<file path="src/rtl/mc_req_arb_if.sv">
// mc_req_arb_if: command bundle between the arbiter and the RAM sequencer.
// master = arbiter side, slave = sequencer side.
interface mc_req_arb_if #(
   parameter int ADDR_W = 32
) ();
   logic              mem_cmd_valid;
   logic [1:0]        mem_cmd;
   logic [ADDR_W-1:0] mem_addr;
   logic              mem_ready;
   logic              mem_ack;

   modport master (
      output mem_cmd_valid,
      output mem_cmd,
      output mem_addr,
      input  mem_ready,
      input  mem_ack
   );

   modport slave (
      input  mem_cmd_valid,
      input  mem_cmd,
      input  mem_addr,
      output mem_ready,
      output mem_ack
   );
endinterface

</file>
<file path="src/rtl/mc_req_arb.sv">
// mc_req_arb: shares the RAM command port between CRT, DE and host.
// Define MC_ARB_AGE_EN to promote DE/host requests that wait AGE_MAX cycles.
module mc_req_arb #(
   parameter int ADDR_W  = 32,
   parameter int AGE_MAX = 64
) (
   input  logic              mclock,
   input  logic              reset_n,
   input  logic              crt_req,
   input  logic              crt_urgent,
   input  logic [ADDR_W-1:0] crt_addr,
   input  logic [3:0]        crt_pages,
   input  logic              de_req,
   input  logic [1:0]        de_cmd,
   input  logic [ADDR_W-1:0] de_addr,
   input  logic [3:0]        de_pages,
   input  logic              hst_req,
   input  logic [1:0]        hst_cmd,
   input  logic [ADDR_W-1:0] hst_addr,
   input  logic [3:0]        hst_pages,
   output logic              crt_gnt,
   output logic              de_gnt,
   output logic              hst_gnt,
   output logic              arb_busy,
   mc_req_arb_if.master      mem
);

   typedef enum logic [1:0] {IDLE, ISSUE, BURST, TURN} state_t;

   localparam logic [1:0] R_DE  = 2'd0;
   localparam logic [1:0] R_HST = 2'd1;
   localparam logic [1:0] R_CRT = 2'd2;

   state_t            state, state_nx;
   logic [1:0]        rr_ptr, p1, p2, win;
   logic [2:0]        req_v;
   logic              any_req, load, de_aged, hst_aged;
   logic [4:0]        page_cnt;
   logic [1:0]        sel_cmd;
   logic [ADDR_W-1:0] sel_addr;
   logic [3:0]        sel_pages;

   function automatic logic [1:0] rr_next(input logic [1:0] p);
      return (p == R_CRT) ? R_DE : p + 2'd1;
   endfunction

`ifdef MC_ARB_AGE_EN
   logic [6:0] de_age, hst_age;

   assign de_aged  = de_req  && (de_age  >= 7'(AGE_MAX));
   assign hst_aged = hst_req && (hst_age >= 7'(AGE_MAX));

   // Saturating wait counters; cleared on the edge that grants the owner.
   always_ff @(posedge mclock or negedge reset_n) begin
      if (!reset_n) begin
         de_age  <= '0;
         hst_age <= '0;
      end else begin
         if (load && win == R_DE)
            de_age <= '0;
         else if (de_req && !de_gnt && de_age != 7'h7f)
            de_age <= de_age + 7'd1;
         if (load && win == R_HST)
            hst_age <= '0;
         else if (hst_req && !hst_gnt && hst_age != 7'h7f)
            hst_age <= hst_age + 7'd1;
      end
   end
`else
   localparam int unused_age_max = AGE_MAX;
   assign de_aged  = 1'b0;
   assign hst_aged = 1'b0;
`endif

   always_comb begin
      req_v   = {crt_req, hst_req, de_req};
      any_req = |req_v;
      p1      = rr_next(rr_ptr);
      p2      = rr_next(p1);
      if (crt_req && crt_urgent) win = R_CRT;
      else if (de_aged)          win = R_DE;
      else if (hst_aged)         win = R_HST;
      else if (req_v[rr_ptr])    win = rr_ptr;
      else if (req_v[p1])        win = p1;
      else                       win = p2;
   end

   always_comb begin
      sel_cmd   = 2'd1;
      sel_addr  = crt_addr;
      sel_pages = crt_pages;
      unique case (win)
         R_DE: begin
            sel_cmd   = (de_cmd == 2'd3) ? 2'd1 : de_cmd;
            sel_addr  = de_addr;
            sel_pages = de_pages;
         end
         R_HST: begin
            sel_cmd   = (hst_cmd == 2'd3) ? 2'd1 : hst_cmd;
            sel_addr  = hst_addr;
            sel_pages = hst_pages;
         end
         default: ;
      endcase
   end

   always_ff @(posedge mclock or negedge reset_n) begin
      if (!reset_n) state <= IDLE;
      else          state <= state_nx;
   end

   always_comb begin
      state_nx          = state;
      load              = 1'b0;
      mem.mem_cmd_valid = 1'b0;
      arb_busy          = 1'b1;
      unique case (state)
         IDLE: begin
            arb_busy = 1'b0;
            if (any_req) begin
               load     = 1'b1;
               state_nx = ISSUE;
            end
         end
         ISSUE: begin
            mem.mem_cmd_valid = 1'b1;
            if (mem.mem_ready) state_nx = BURST;
         end
         BURST: begin
            if (mem.mem_ack && page_cnt == 5'd1) state_nx = TURN;
         end
         TURN:    state_nx = IDLE;
         default: state_nx = IDLE;
      endcase
   end

   always_ff @(posedge mclock or negedge reset_n) begin
      if (!reset_n) begin
         crt_gnt      <= 1'b0;
         de_gnt       <= 1'b0;
         hst_gnt      <= 1'b0;
         mem.mem_cmd  <= '0;
         mem.mem_addr <= '0;
         page_cnt     <= '0;
         rr_ptr       <= R_DE;
      end else if (load) begin
         de_gnt       <= (win == R_DE);
         hst_gnt      <= (win == R_HST);
         crt_gnt      <= (win == R_CRT);
         mem.mem_cmd  <= sel_cmd;
         mem.mem_addr <= sel_addr;
         page_cnt     <= {1'b0, sel_pages} + 5'd1;
         rr_ptr       <= rr_next(win);
      end else if (state == BURST && mem.mem_ack && page_cnt != 5'd0) begin
         page_cnt <= page_cnt - 5'd1;
         if (page_cnt == 5'd1) begin
            crt_gnt <= 1'b0;
            de_gnt  <= 1'b0;
            hst_gnt <= 1'b0;
         end
      end
   end

endmodule

</file>
<file path="src/flat_wrapper.sv">
// flat-port wrapper written by rule: the top's interface ports become plain ports
module mc_req_arb_flat 
#(
   parameter int ADDR_W  = 32,
   parameter int AGE_MAX = 64
)
  (mclock, reset_n, crt_req, crt_urgent, crt_addr, crt_pages, de_req, de_cmd, de_addr, de_pages, hst_req, hst_cmd, hst_addr, hst_pages, crt_gnt, de_gnt, hst_gnt, arb_busy, mem_mem_cmd_valid, mem_mem_cmd, mem_mem_addr, mem_mem_ready, mem_mem_ack);
  mc_req_arb_if #(.ADDR_W(ADDR_W)) mem_i ();
  input  logic mclock;
  input  logic reset_n;
  input  logic crt_req;
  input  logic crt_urgent;
  input  logic [ADDR_W-1:0] crt_addr;
  input  logic [3:0] crt_pages;
  input  logic de_req;
  input  logic [1:0] de_cmd;
  input  logic [ADDR_W-1:0] de_addr;
  input  logic [3:0] de_pages;
  input  logic hst_req;
  input  logic [1:0] hst_cmd;
  input  logic [ADDR_W-1:0] hst_addr;
  input  logic [3:0] hst_pages;
  output logic crt_gnt;
  output logic de_gnt;
  output logic hst_gnt;
  output logic arb_busy;
  output wire logic [$bits(mem_i.mem_cmd_valid)-1:0] mem_mem_cmd_valid;
  output wire logic [$bits(mem_i.mem_cmd)-1:0] mem_mem_cmd;
  output wire logic [$bits(mem_i.mem_addr)-1:0] mem_mem_addr;
  input wire logic [$bits(mem_i.mem_ready)-1:0] mem_mem_ready;
  input wire logic [$bits(mem_i.mem_ack)-1:0] mem_mem_ack;
  assign mem_mem_cmd_valid = mem_i.mem_cmd_valid;
  assign mem_mem_cmd = mem_i.mem_cmd;
  assign mem_mem_addr = mem_i.mem_addr;
  assign mem_i.mem_ready = mem_mem_ready;
  assign mem_i.mem_ack = mem_mem_ack;
  mc_req_arb #(.ADDR_W(ADDR_W), .AGE_MAX(AGE_MAX)) u_core (.mclock(mclock), .reset_n(reset_n), .crt_req(crt_req), .crt_urgent(crt_urgent), .crt_addr(crt_addr), .crt_pages(crt_pages), .de_req(de_req), .de_cmd(de_cmd), .de_addr(de_addr), .de_pages(de_pages), .hst_req(hst_req), .hst_cmd(hst_cmd), .hst_addr(hst_addr), .hst_pages(hst_pages), .crt_gnt(crt_gnt), .de_gnt(de_gnt), .hst_gnt(hst_gnt), .arb_busy(arb_busy), .mem(mem_i));
endmodule
</file>
<file path="config.mk">
export PLATFORM = sky130hd
export DESIGN_NAME = mc_req_arb_flat
export DESIGN_NICKNAME = d
export VERILOG_FILES = /design/src/rtl/mc_req_arb_if.sv /design/src/rtl/mc_req_arb.sv /design/src/flat_wrapper.sv
export SDC_FILE = /design/constraint.sdc
export NUM_CORES = 1
export LEC_CHECK = 0
export CAP_MARGIN = 20
export CORE_MARGIN = 5
export CORE_UTILIZATION = 40
export CTS_CLUSTER_SIZE = 14
export DETAILED_ROUTE_END_ITERATION = 8
export PLACE_DENSITY = 0.93
export SLEW_MARGIN = 20
export SYNTH_ARGS = -nofsm -noshare
export SYNTH_HDL_FRONTEND = slang
export SYNTH_SLANG_ARGS = --single-unit
</file>
<file path="constraint.sdc">
create_clock -name mclock -period 4.6 [get_ports mclock]
set_input_delay 0.92 -clock mclock [delete_from_list [all_inputs] [get_ports mclock]]
set_output_delay 0.92 -clock mclock [all_outputs]
set_load 0.005 [all_outputs]
</file>
Word level (Yosys, flattened, before mapping) --
Index checks and enable logic that the tools add are counted.
Storage, ports and cells: input port bits 120, register bits after elaboration 46, word-level logic and storage cells 70, output and inout port bits 39
Cells by class: eq/ne operators 13, order comparisons 2, $add $sub $neg 5, mux-type cells 30, reduce and logical (&&, ||, !) cells 12
Operator list (count):
- 32-bit case mux with 2 select lines | 1
- 2-bit 2-to-1 mux | 11
- 2-bit == test (second input constant) | 7
- 1-bit 2-to-1 mux | 11
- 5-bit 2-to-1 mux | 2
- 2-bit case mux with 4 select lines | 1
- 4-bit case mux with 2 select lines | 1
- 2-bit by 1-bit adder with 2-bit output (second input constant) | 3
- 2-bit by 3-bit < comparator with 1-bit output (second input constant) | 2
- 4-bit by 1-bit adder with 5-bit output (second input constant) | 1
- 5-bit by 1-bit == test with 1-bit output (second input constant) | 1
- 5-bit nonzero test | 1
- 5-bit by 1-bit subtractor with 5-bit output (second input constant) | 1
- 1-bit binary-select mux with 2-bit select | 2
- 2-bit by 1-bit == test with 1-bit output (second input constant) | 2
- 1-bit logical AND | 4
- 2-bit zero test | 2
- 2-bit by 1-bit inequality test with 1-bit output (second input constant) | 2
- 2-bit case mux with 2 select lines | 1
- 2-bit nonzero test | 2
- 3-bit AND reduction | 1
- 3-bit OR reduction | 1
- 2-bit inequality test (second input constant) | 1
- 2-bit AND reduction | 1

Longest topological paths before layout --
Gate-level depths: netlist of run 1.
depth in word-level cells 11, mapped depth 8, mapped depth without buffers 8

Worst setup path after synthesis of run 1 --
Ideal clock, no wire load.
path type in2reg, start point in hst_req, end point reg u_core.page_cnt[2], data required time 4.469 ns, stages 7, library setup time 0.131 ns, data arrival time 2.202 ns, path slack 2.267 ns, path buffers 1, cells stage by stage or2_2 -> and3_1 -> buf_6 -> a221oi_2 -> ha_1 -> xnor2_1 -> o21ai_1
On the way: cells in the longest elaborated chain, start to end 9, elaborated cells on any way between the ends 16, those cells by class add/sub: 1; eq/ne: 1; mux: 11; reduce/logical: 3
RTL lines:
- from (decl) | line flat_wrapper.sv:19 | input logic hst_req;
- 1-bit binary-select mux with 2-bit select | line mc_req_arb.sv:84 | else if (req_v[p1]) win = p1;
- 1-bit 2-to-1 mux (implied by the code) | line mc_req_arb.sv:84
- 2-bit 2-to-1 mux | line mc_req_arb.sv:84
- 2-bit 2-to-1 mux | line mc_req_arb.sv:83 | else if (req_v[rr_ptr]) win = rr_ptr;
- 2-bit 2-to-1 mux | line mc_req_arb.sv:80 | if (crt_req && crt_urgent) win = R_CRT;
- 2-bit by 1-bit == test with 1-bit output / 2-bit zero test (equally long branches) | line mc_req_arb.sv:92 | unique case (win)
- 4-bit case mux with 2 select lines | line mc_req_arb.sv:92
- 4-bit by 1-bit adder with 5-bit output | line mc_req_arb.sv:152 | page_cnt <= {1'b0, sel_pages} + 5'd1;
- 5-bit 2-to-1 mux | line mc_req_arb.sv:146 | end else if (load) begin
- to (signal assigned) | line mc_req_arb.sv:152
- to (signal assigned) | line mc_req_arb.sv:155 | page_cnt <= page_cnt - 5'd1;
- to (decl) | line mc_req_arb.sv:38 | logic [4:0] page_cnt;
Parallel ways exist; a longest one is shown, timed or not. The select of a mux whose other input is x is not followed. A chain may end at the register's enable or synchronous reset.

Worst setup path after layout of run 1 --
Ends and elaborated chain as after synthesis.

==> results of run 1 <==
==> metal layers <==
| metal | GRT usage (%) | up-vias | share of wire, % |
|---|---|---|---|
| met4 | 5.68 | 0 | 2.1 |
| met2 | 38.0 | 145 | 53 |
| met1 | 25.5 | 1336 | 36 |
| li1 | - | 1342 | - |
| met5 | 0 | - | 0 |
| met3 | 5.90 | 22 | 8.7 |
==> logic make-up (layout without fill, tap and decap cells) <==
group           Yosys count  in the layout  share of synthesized area, %
xor+xnor                  5              5                          1.74
compound gates          130            130                          31.7
fa+ha+maj                 7              7                          3.48
simple gates             70             70                          12.0
flops                    46             46                          45.7
buf+inv                  32            182                          5.36
==> through the flow <==
| step | hold WS, ps | power, uW | area [um^2] | worst slack (ps) | utilization (%) |
|---|---|---|---|---|---|
| final | 498 | 2340 | 4250 | 1600 | 68.1 |
| after global routing | 523 | 2530 | 4250 | 1400 | 68.1 |
| after CTS | 502 | 2350 | 4250 | 1590 | 68.0 |
| after detailed placement | 485 | 2050 | 4140 | 1290 | 66.3 |
| after global placement | 466 | 1990 | 4140 | 1410 | 66.3 |
| after floorplan | 473 | 1400 | 2520 | 2270 | - |
==> layout by cell type, fill, tap and decap left out, drive strengths merged, types with 5 or more instances in the layout <==
cell type | Yosys | final
o21ai | 12 | 12
clkbuf | 18 | 5
dfrtp | 46 | 46
nand2 | 17 | 17
inv | 12 | 12
nor2 | 35 | 35
a21oi | 68 | 68
clkdlybuf4s50 | 0 | 157
ha | 7 | 7
buf | 2 | 5
a22oi | 33 | 33
==> registers in the layout, indices dropped and copies added (netlist names) <==
register and count:
u_core.crt_gnt 1, u_core.de_gnt 1, u_core.hst_gnt 1, u_core.mem.mem_addr 32, u_core.mem.mem_cmd 2, u_core.page_cnt 5
u_core.rr_ptr 2, u_core.state 2
==> worst register-to-register path, delay by kind of cell, from the launching register on <==
kind,cells,cell delay (ps)
AO/OA/AOI/OAI,3,570
XOR/XNOR,1,160
adder cells (fa/ha/maj),1,270
flip-flops,1,440
AND/OR/NAND/NOR,2,890
==> area by class of cell <==
| cell class | count | area share [%] |
|---|---|---|
| clock inverters | 3 | 0.942 |
| multi-input cells | 212 | 29.2 |
| well taps | 77 | 2.27 |
| repair buffers | 162 | 37.9 |
| flip-flops and latches | 46 | 27.1 |
| inverters | 12 | 1.06 |
| clock buffers | 5 | 1.62 |
==> report_power, final <==
part	switching, uW	internal (uW)	total (uW)
sequential	126	609	735
combinational	635	674	1310
clock	136	160	297
==> worst max path at each step <==
stage / start / to / slack, ps / depth (start not counted)
floorplan: hst_req / u_core.page_cnt[2]$_DFFE_PN0P_ / 2270 / 7
detailed placement: hst_req / u_core.page_cnt[2]$_DFFE_PN0P_ / 1290 / 8
global placement: hst_req / u_core.page_cnt[2]$_DFFE_PN0P_ / 1410 / 8
global route: crt_urgent / u_core.page_cnt[2]$_DFFE_PN0P_ / 1400 / 7
CTS: hst_req / u_core.page_cnt[2]$_DFFE_PN0P_ / 1590 / 8
finish: hst_req / u_core.page_cnt[2]$_DFFE_PN0P_ / 1600 / 8
==> load_flow_metrics.sql, run 1 <==
INSERT INTO impl_metrics (metric_group, metric, value, unit) VALUES
('route', 'drt_pre_antenna_iters', '4', ''),
('clock_network', 'cts.path.max_buffers', '2', ''),
('timing', 'max_slew.worst_pin.slew', '903', 'ps'),
('critical_path', 'cp_slowest_cell', 'a22o_1', ''),
('clock_network', 'cts.repair_timing.setup_buffer_count', '0', ''),
('run_status', 'run_status', 'complete, no violations', ''),
('timing', 'setup_repair_after_global_routing_missed_its_margin', 'no', ''),
('finish', 'layout.filler_cells', '503', ''),
('placement', 'dp.final_hpwl', '6980', 'um'),
('finish', 'area.sequential', '0.00115', 'mm^2'),
('route', 'detail_route.wirelength', '8850', 'um'),
('global_route', 'grt_usage', '21.4', '%'),
('logic_synthesis', 'synth_enable_flop_cells', '0', ''),
('timing', 'max-slew-margin-rel', '39.8', '%'),
('die', 'placeableCoreArea', '0.00624', 'mm^2'),
('timing', 'final.setup.tns', '0', 'ps'),
('die', 'die_ar', '0.00799', 'mm^2'),
('route', 'route.detailed.wl_per_inst', '17.1', 'um'),
('critical_path', 'critical_path_required', '4740', 'ps'),
('critical_path', 'regToRegSetupSlack', '2120', 'ps'),
('critical_path', 'worstPathMaxFanout', '15', ''),
('clock_network', 'numClockSinks', '46', ''),
('die', 'fp.dieW', '89.4', 'um'),
('logic_synthesis', 'synth.largest_area_cell', 'dfrtp_1', ''),
('logic_synthesis', 'proportion_of_synthesized_flip_flops_having_asynchronous_set_or_reset', '100', '%'),
('route', 'drt_drc_violations_left', '0', ''),
('global_route', 'grt_first_pass_wirelength', '13400', 'um'),
('global_route', 'largest_net_degree_at_the_start_of_global_routing', '48', ''),
('route', 'num_vias', '2845', ''),
('global_route', 'globalRoute.totalOverflow', '0', ''),
('logic_synthesis', 'synth.ff_latch_count', '46', ''),
('die', 'start_util', '40.4', '%'),
('pwr', 'leakage', '0.00173', 'uW'),
('global_route', 'grt_antenna_before_repair', '0', ''),
('timing', 'tcrit_tclk_final', '65.3', '%'),
('placement', 'port-buffer-count', '158', ''),
('die', 'ios', '159', ''),
('logic_synthesis', 'syn-instance-count', '290', ''),
('die', 'chipHeight', '89.4', 'um'),
('critical_path', 'critical_path.startpoint_type', 'primary input', ''),
('logic_synthesis', 'post_synthesis_sequential_area_ratio', '45.7', '%'),
('clock_network', 'cts_hold_buffers', '0', ''),
('timing', 'max_freq', '0.333', 'GHz'),
('critical_path', 'largest_incremental_delay_on_the_critical_path', '560', 'ps'),
('hold_path', 'worst_hold_startpoint', 'u_core.mem.mem_cmd[0]$_DFFE_PN0P_', ''),
('critical_path', 'rr_endpoint', 'u_core.page_cnt[2]$_DFFE_PN0P_', ''),
('timing', 'timing.final.max_slew_violations', '0', ''),
('clock_network', 'cts_buffers', '5', ''),
('logic_synthesis', 'unique_cell_type_count_in_the_yosys_netlist', '35', ''),
('logic_synthesis', 'yosysWarnings', '0', ''),
('timing', 'report.final.hold_viol_count', '0', ''),
('timing', 'setup_violators_final', '0', ''),
('clock_network', 'cts_root_buf', 'clkbuf_8', ''),
('route', 'ant_nets', '0', ''),
('clock_network', 'path_clk_slew', '90', 'ps'),
('clock_network', 'cts_tree', 'done', ''),
('finish', 'area_used_by_multi_input_combinational_logic', '0.00124', 'mm^2'),
('critical_path', 'critPathArrivalTime', '3150', 'ps'),
('logic_synthesis', 'dominant_register_cell_in_the_synthesized_netlist', 'dfrtp_1', ''),
('critical_path', 'cpLargestDelayFamily', 'compound AO/OA/AOI/OAI gates', ''),
('critical_path', 'critical-path-top-cell-by-count', 'o21ai_1', ''),
('timing', 'clock_skew', '3.29', 'ps'),
('critical_path', 'worstRegToRegCells', '7', ''),
('critical_path', 'cp_num_buf_inv', '1', ''),
('logic_synthesis', 'ys_top_cells_by_count', 'a21oi_1, dfrtp_1, nor2_1', ''),
('hold_path', 'hp-class', 'flop to flop', ''),
('clock_network', 'insertion_delay', '290', 'ps'),
('finish', 'post_layout_nonfiller_instances', '517', ''),
('critical_path', 'reg2reg_from', 'u_core.rr_ptr[1]$_DFFE_PN0P_', ''),
('global_route', 'vias_in_the_first_global_route', '2877', ''),
('pwr', 'power_per_cell_area', '551', 'mW/mm^2');
No activity file was read; power rests on OpenSTA's default activity.
==> run 2, diff against run 1 <==
--- a/config.mk
+++ b/config.mk
@@ -7,10 +7,10 @@
 export LEC_CHECK = 0
 export CAP_MARGIN = 20
 export CORE_MARGIN = 5
-export CORE_UTILIZATION = 40
+export CORE_UTILIZATION = 37
 export CTS_CLUSTER_SIZE = 14
 export DETAILED_ROUTE_END_ITERATION = 8
-export PLACE_DENSITY = 0.93
+export PLACE_DENSITY = 0.87
 export SLEW_MARGIN = 20
 export SYNTH_ARGS = -nofsm -noshare
 export SYNTH_HDL_FRONTEND = slang
==> constraint.sdc (replaced) <==
create_clock -name mclock -period 2.8 [get_ports mclock]
set_input_delay 0.56 -clock mclock [delete_from_list [all_inputs] [get_ports mclock]]
set_output_delay 0.56 -clock mclock [all_outputs]
set_load 0.005 [all_outputs]
==> run 2 against run 1 <==
Power rose by 63%. Combinational power rose by 68%. Clock-buffer cell count did not move. Clock power rose by 40%. Wire length fell by 0.92%. Critical endpoint unchanged. Largest cell class unchanged.
==> load_flow_metrics.sql, run 2 (synthesized netlist as in run 1, its figures left out) <==
INSERT INTO impl_metrics (metric_group, metric, value, unit) VALUES
('die', 'placeableCoreArea', '0.00672', 'mm^2'),
('critical_path', 'critical_path_capture_point_type', 'flop', ''),
('finish', 'registers.top_by_ff_count', 'u_core.mem.mem_addr', ''),
('timing', 'tcrit_tclk_final', '81.8', '%'),
('route', 'drt_iter0_drc', '119', ''),
('finish', 'drive_gt1_share', '5.82', '%'),
('clock_network', 'cts_hold_buffers', '0', ''),
('die', 'start_util', '37.5', '%'),
('finish', 'largest_reg_flops', '32', ''),
('route', 'num_vias', '2781', ''),
('clock_network', 'cts_tree', 'done', ''),
('clock_network', 'postCtsResizedCells', '0', ''),
('clock_network', 'insertion_delay', '290', 'ps'),
('route', 'drt_pre_antenna_iters', '5', ''),
('global_route', 'largest_net_degree_at_the_start_of_global_routing', '47', ''),
('critical_path', 'regToRegSetupSlack', '750', 'ps'),
('timing', 'max-slew-margin-rel', '61.6', '%'),
('pwr', 'power_per_cell_area', '890', 'mW/mm^2'),
('critical_path', 'critical_path.startpoint_type', 'primary input', ''),
('placement', 'place.gp.congestion', '0.877', ''),
('finish', 'final_nets', '573', ''),
('timing', 'setup_repair_after_global_routing_missed_its_margin', 'no', ''),
('placement', 'port-buffer-count', '158', ''),
('die', 'die_ar', '0.00856', 'mm^2'),
('route', 'detail_route.wirelength', '8770', 'um'),
('die', 'fp-row-count', '30', ''),
('global_route', 'grt_antenna_before_repair', '0', ''),
('global_route', 'vias_in_the_first_global_route', '2889', ''),
('timing', 'final.setup.tns', '0', 'ps'),
('critical_path', 'reg2reg_from', 'u_core.rr_ptr[0]$_DFFE_PN0P_', ''),
('finish', 'syn2layout_area_growth', '70.3', '%'),
('finish', 'most_frequent_standard_cell_in_the_layout_excluding_fill_and_tap_cells', 'clkdlybuf4s50_1', ''),
('clock_network', 'h_tree_depth', '2', ''),
('route', 'route.detailed.wl_per_inst', '16.6', 'um'),
('finish', 'reg_top3', 'u_core.mem.mem_addr x32, u_core.page_cnt x5', ''),
('timing', 'fin_crit', '2290', 'ps'),
('timing', 'max_freq', '0.437', 'GHz'),
('die', 'fp.dieW', '92.5', 'um'),
('clock_network', 'cts.repair_timing.setup_buffer_count', '0', ''),
('global_route', 'grt_first_pass_wirelength', '14000', 'um'),
('placement', 'placed_cell_area', '0.00419', 'mm^2'),
('route', 'via_per_inst', '5.28', ''),
('hold_path', 'hp-class', 'primary input to async pin', ''),
('route', 'ant_nets', '0', ''),
('critical_path', 'largest_incremental_delay_on_the_critical_path', '490', 'ps'),
('critical_path', 'critical_path_required', '2980', 'ps'),
('clock_network', 'cts_root_buf', 'clkbuf_8', ''),
('timing', 'timing.final.max_slew_violations', '0', ''),
('pwr', 'vdd_ir_drop_max', '0.000377', 'V'),
('die', 'chipHeight', '92.5', 'um'),
('timing', 'clock_skew', '6.77', 'ps'),
('global_route', 'grt_usage', '20.3', '%'),
('timing', 'setup_violators_final', '0', ''),
('critical_path', 'worstSetupPathType', 'primary input to flop', ''),
('clock_network', 'cts.path.max_buffers', '2', ''),
('finish', 'antenna-diode-count', '0', ''),
('run_status', 'run_status', 'complete, no violations', ''),
('clock_network', 'path_clk_slew', '90', 'ps'),
('placement', 'dp.final_hpwl', '6960', 'um'),
('timing', 'report.final.hold_viol_count', '0', ''),
('critical_path', 'crit_path_cell_trace', 'clkdlybuf4s50_1 > nand3b_1 > o21ai_1 > a22o_1 > a221oi_2 > ha_1 > xnor2_1 > o21ai_1', ''),
('critical_path', 'critPathArrivalTime', '2470', 'ps'),
('timing', 'max_slew.worst_pin.slew', '576', 'ps'),
('finish', 'most_frequent_cells_in_the_layout', 'clkdlybuf4s50_1, a21oi_1, dfrtp_1', ''),
('pwr', 'leakage', '0.00175', 'uW'),
('clock_network', 'cts_buffers', '5', ''),
('clock_network', 'numClockSinks', '46', ''),
('finish', 'post-route-cell-area', '0.00429', 'mm^2'),
('critical_path', 'critical-path-top-cell-by-count', 'o21ai_1', ''),
('critical_path', 'worstPathMaxFanout', '6', ''),
('critical_path', 'critical_path.startpoint', 'de_req', ''),
('job', 'max_cap_viol_count', '0', ''),
('critical_path', 'cp_slowest_cell', 'clkdlybuf4s50_1', ''),
('die', 'ios', '159', ''),
('timing', 'post_route_hold_slack', '257', 'ps'),
('route', 'drt_drc_violations_left', '0', ''),
('global_route', 'globalRoute.totalOverflow', '0', '');
-- run 2: changes by cell type in the layout (fill, tap and decap cells not counted), sizes merged --
cell,previous run,this run
buf,5,12
bufinv,1,0
clkinv,2,1
clkinvlp,0,1
inv,12,13
-- run 2: metal layers --
layer,up-vias,wire (um),GRT usage [%]
li1,1354,-,-
met1,1302,3380,24.1
met2,111,4570,36.1
met5,-,0,0
met3,14,644,5.12
met4,0,178,5.69
-- run 2: worst paths after layout --
check | endpoint | cells after the start
min in group mclock | u_core.mem.mem_cmd[0]$_DFFE_PN0P_ | 2
hold / removal | u_core.mem.mem_addr[11]$_DFFE_PN0P_ | 1
setup reg to reg | u_core.page_cnt[2]$_DFFE_PN0P_ | 7
hold reg to reg | u_core.mem.mem_cmd[0]$_DFFE_PN0P_ | 2
max in group asynchronous | u_core.page_cnt[1]$_DFFE_PN0P_ | 1
setup / recovery | u_core.page_cnt[2]$_DFFE_PN0P_ | 8
-- run 2: area by class of cell --
class / count / area [um^2]
inverters: 12 / 45.0
multi-input cells: 212 / 1240
clock buffers: 5 / 68.8
well taps: 80 / 100
repair buffers: 169 / 1660
clock inverters: 3 / 25.0
flip-flops and latches: 46 / 1150
fillers: 584 / 2430
-- run 2: metrics by stage --
| step | setup WS [ps] | utilization (%) | power, uW | cells |
|---|---|---|---|---|
| after floorplan | 827 | - | 2300 | 290 |
| after CTS | 547 | 63.8 | 3850 | 527 |
| after global placement | 283 | 62.4 | 3340 | 519 |
| final | 509 | 63.9 | 3820 | 527 |
| after detailed placement | 232 | 62.4 | 3410 | 519 |
| after global routing | 424 | 63.9 | 4140 | 527 |
-- run 2: worst max-delay path, delay by kind of cell --
family          cells  cell delay, ps
compound gates      4             910
fa+ha+maj           1             260
buf+inv             1             490
simple gates        1             130
xor+xnor            1             120
-- run 2: where the power goes --
| part | internal, uW | switching (uW) |
|---|---|---|
| logic | 1150 | 1050 |
| registers | 999 | 203 |
| clock network | 180 | 236 |
| total | 2330 | 1490 |
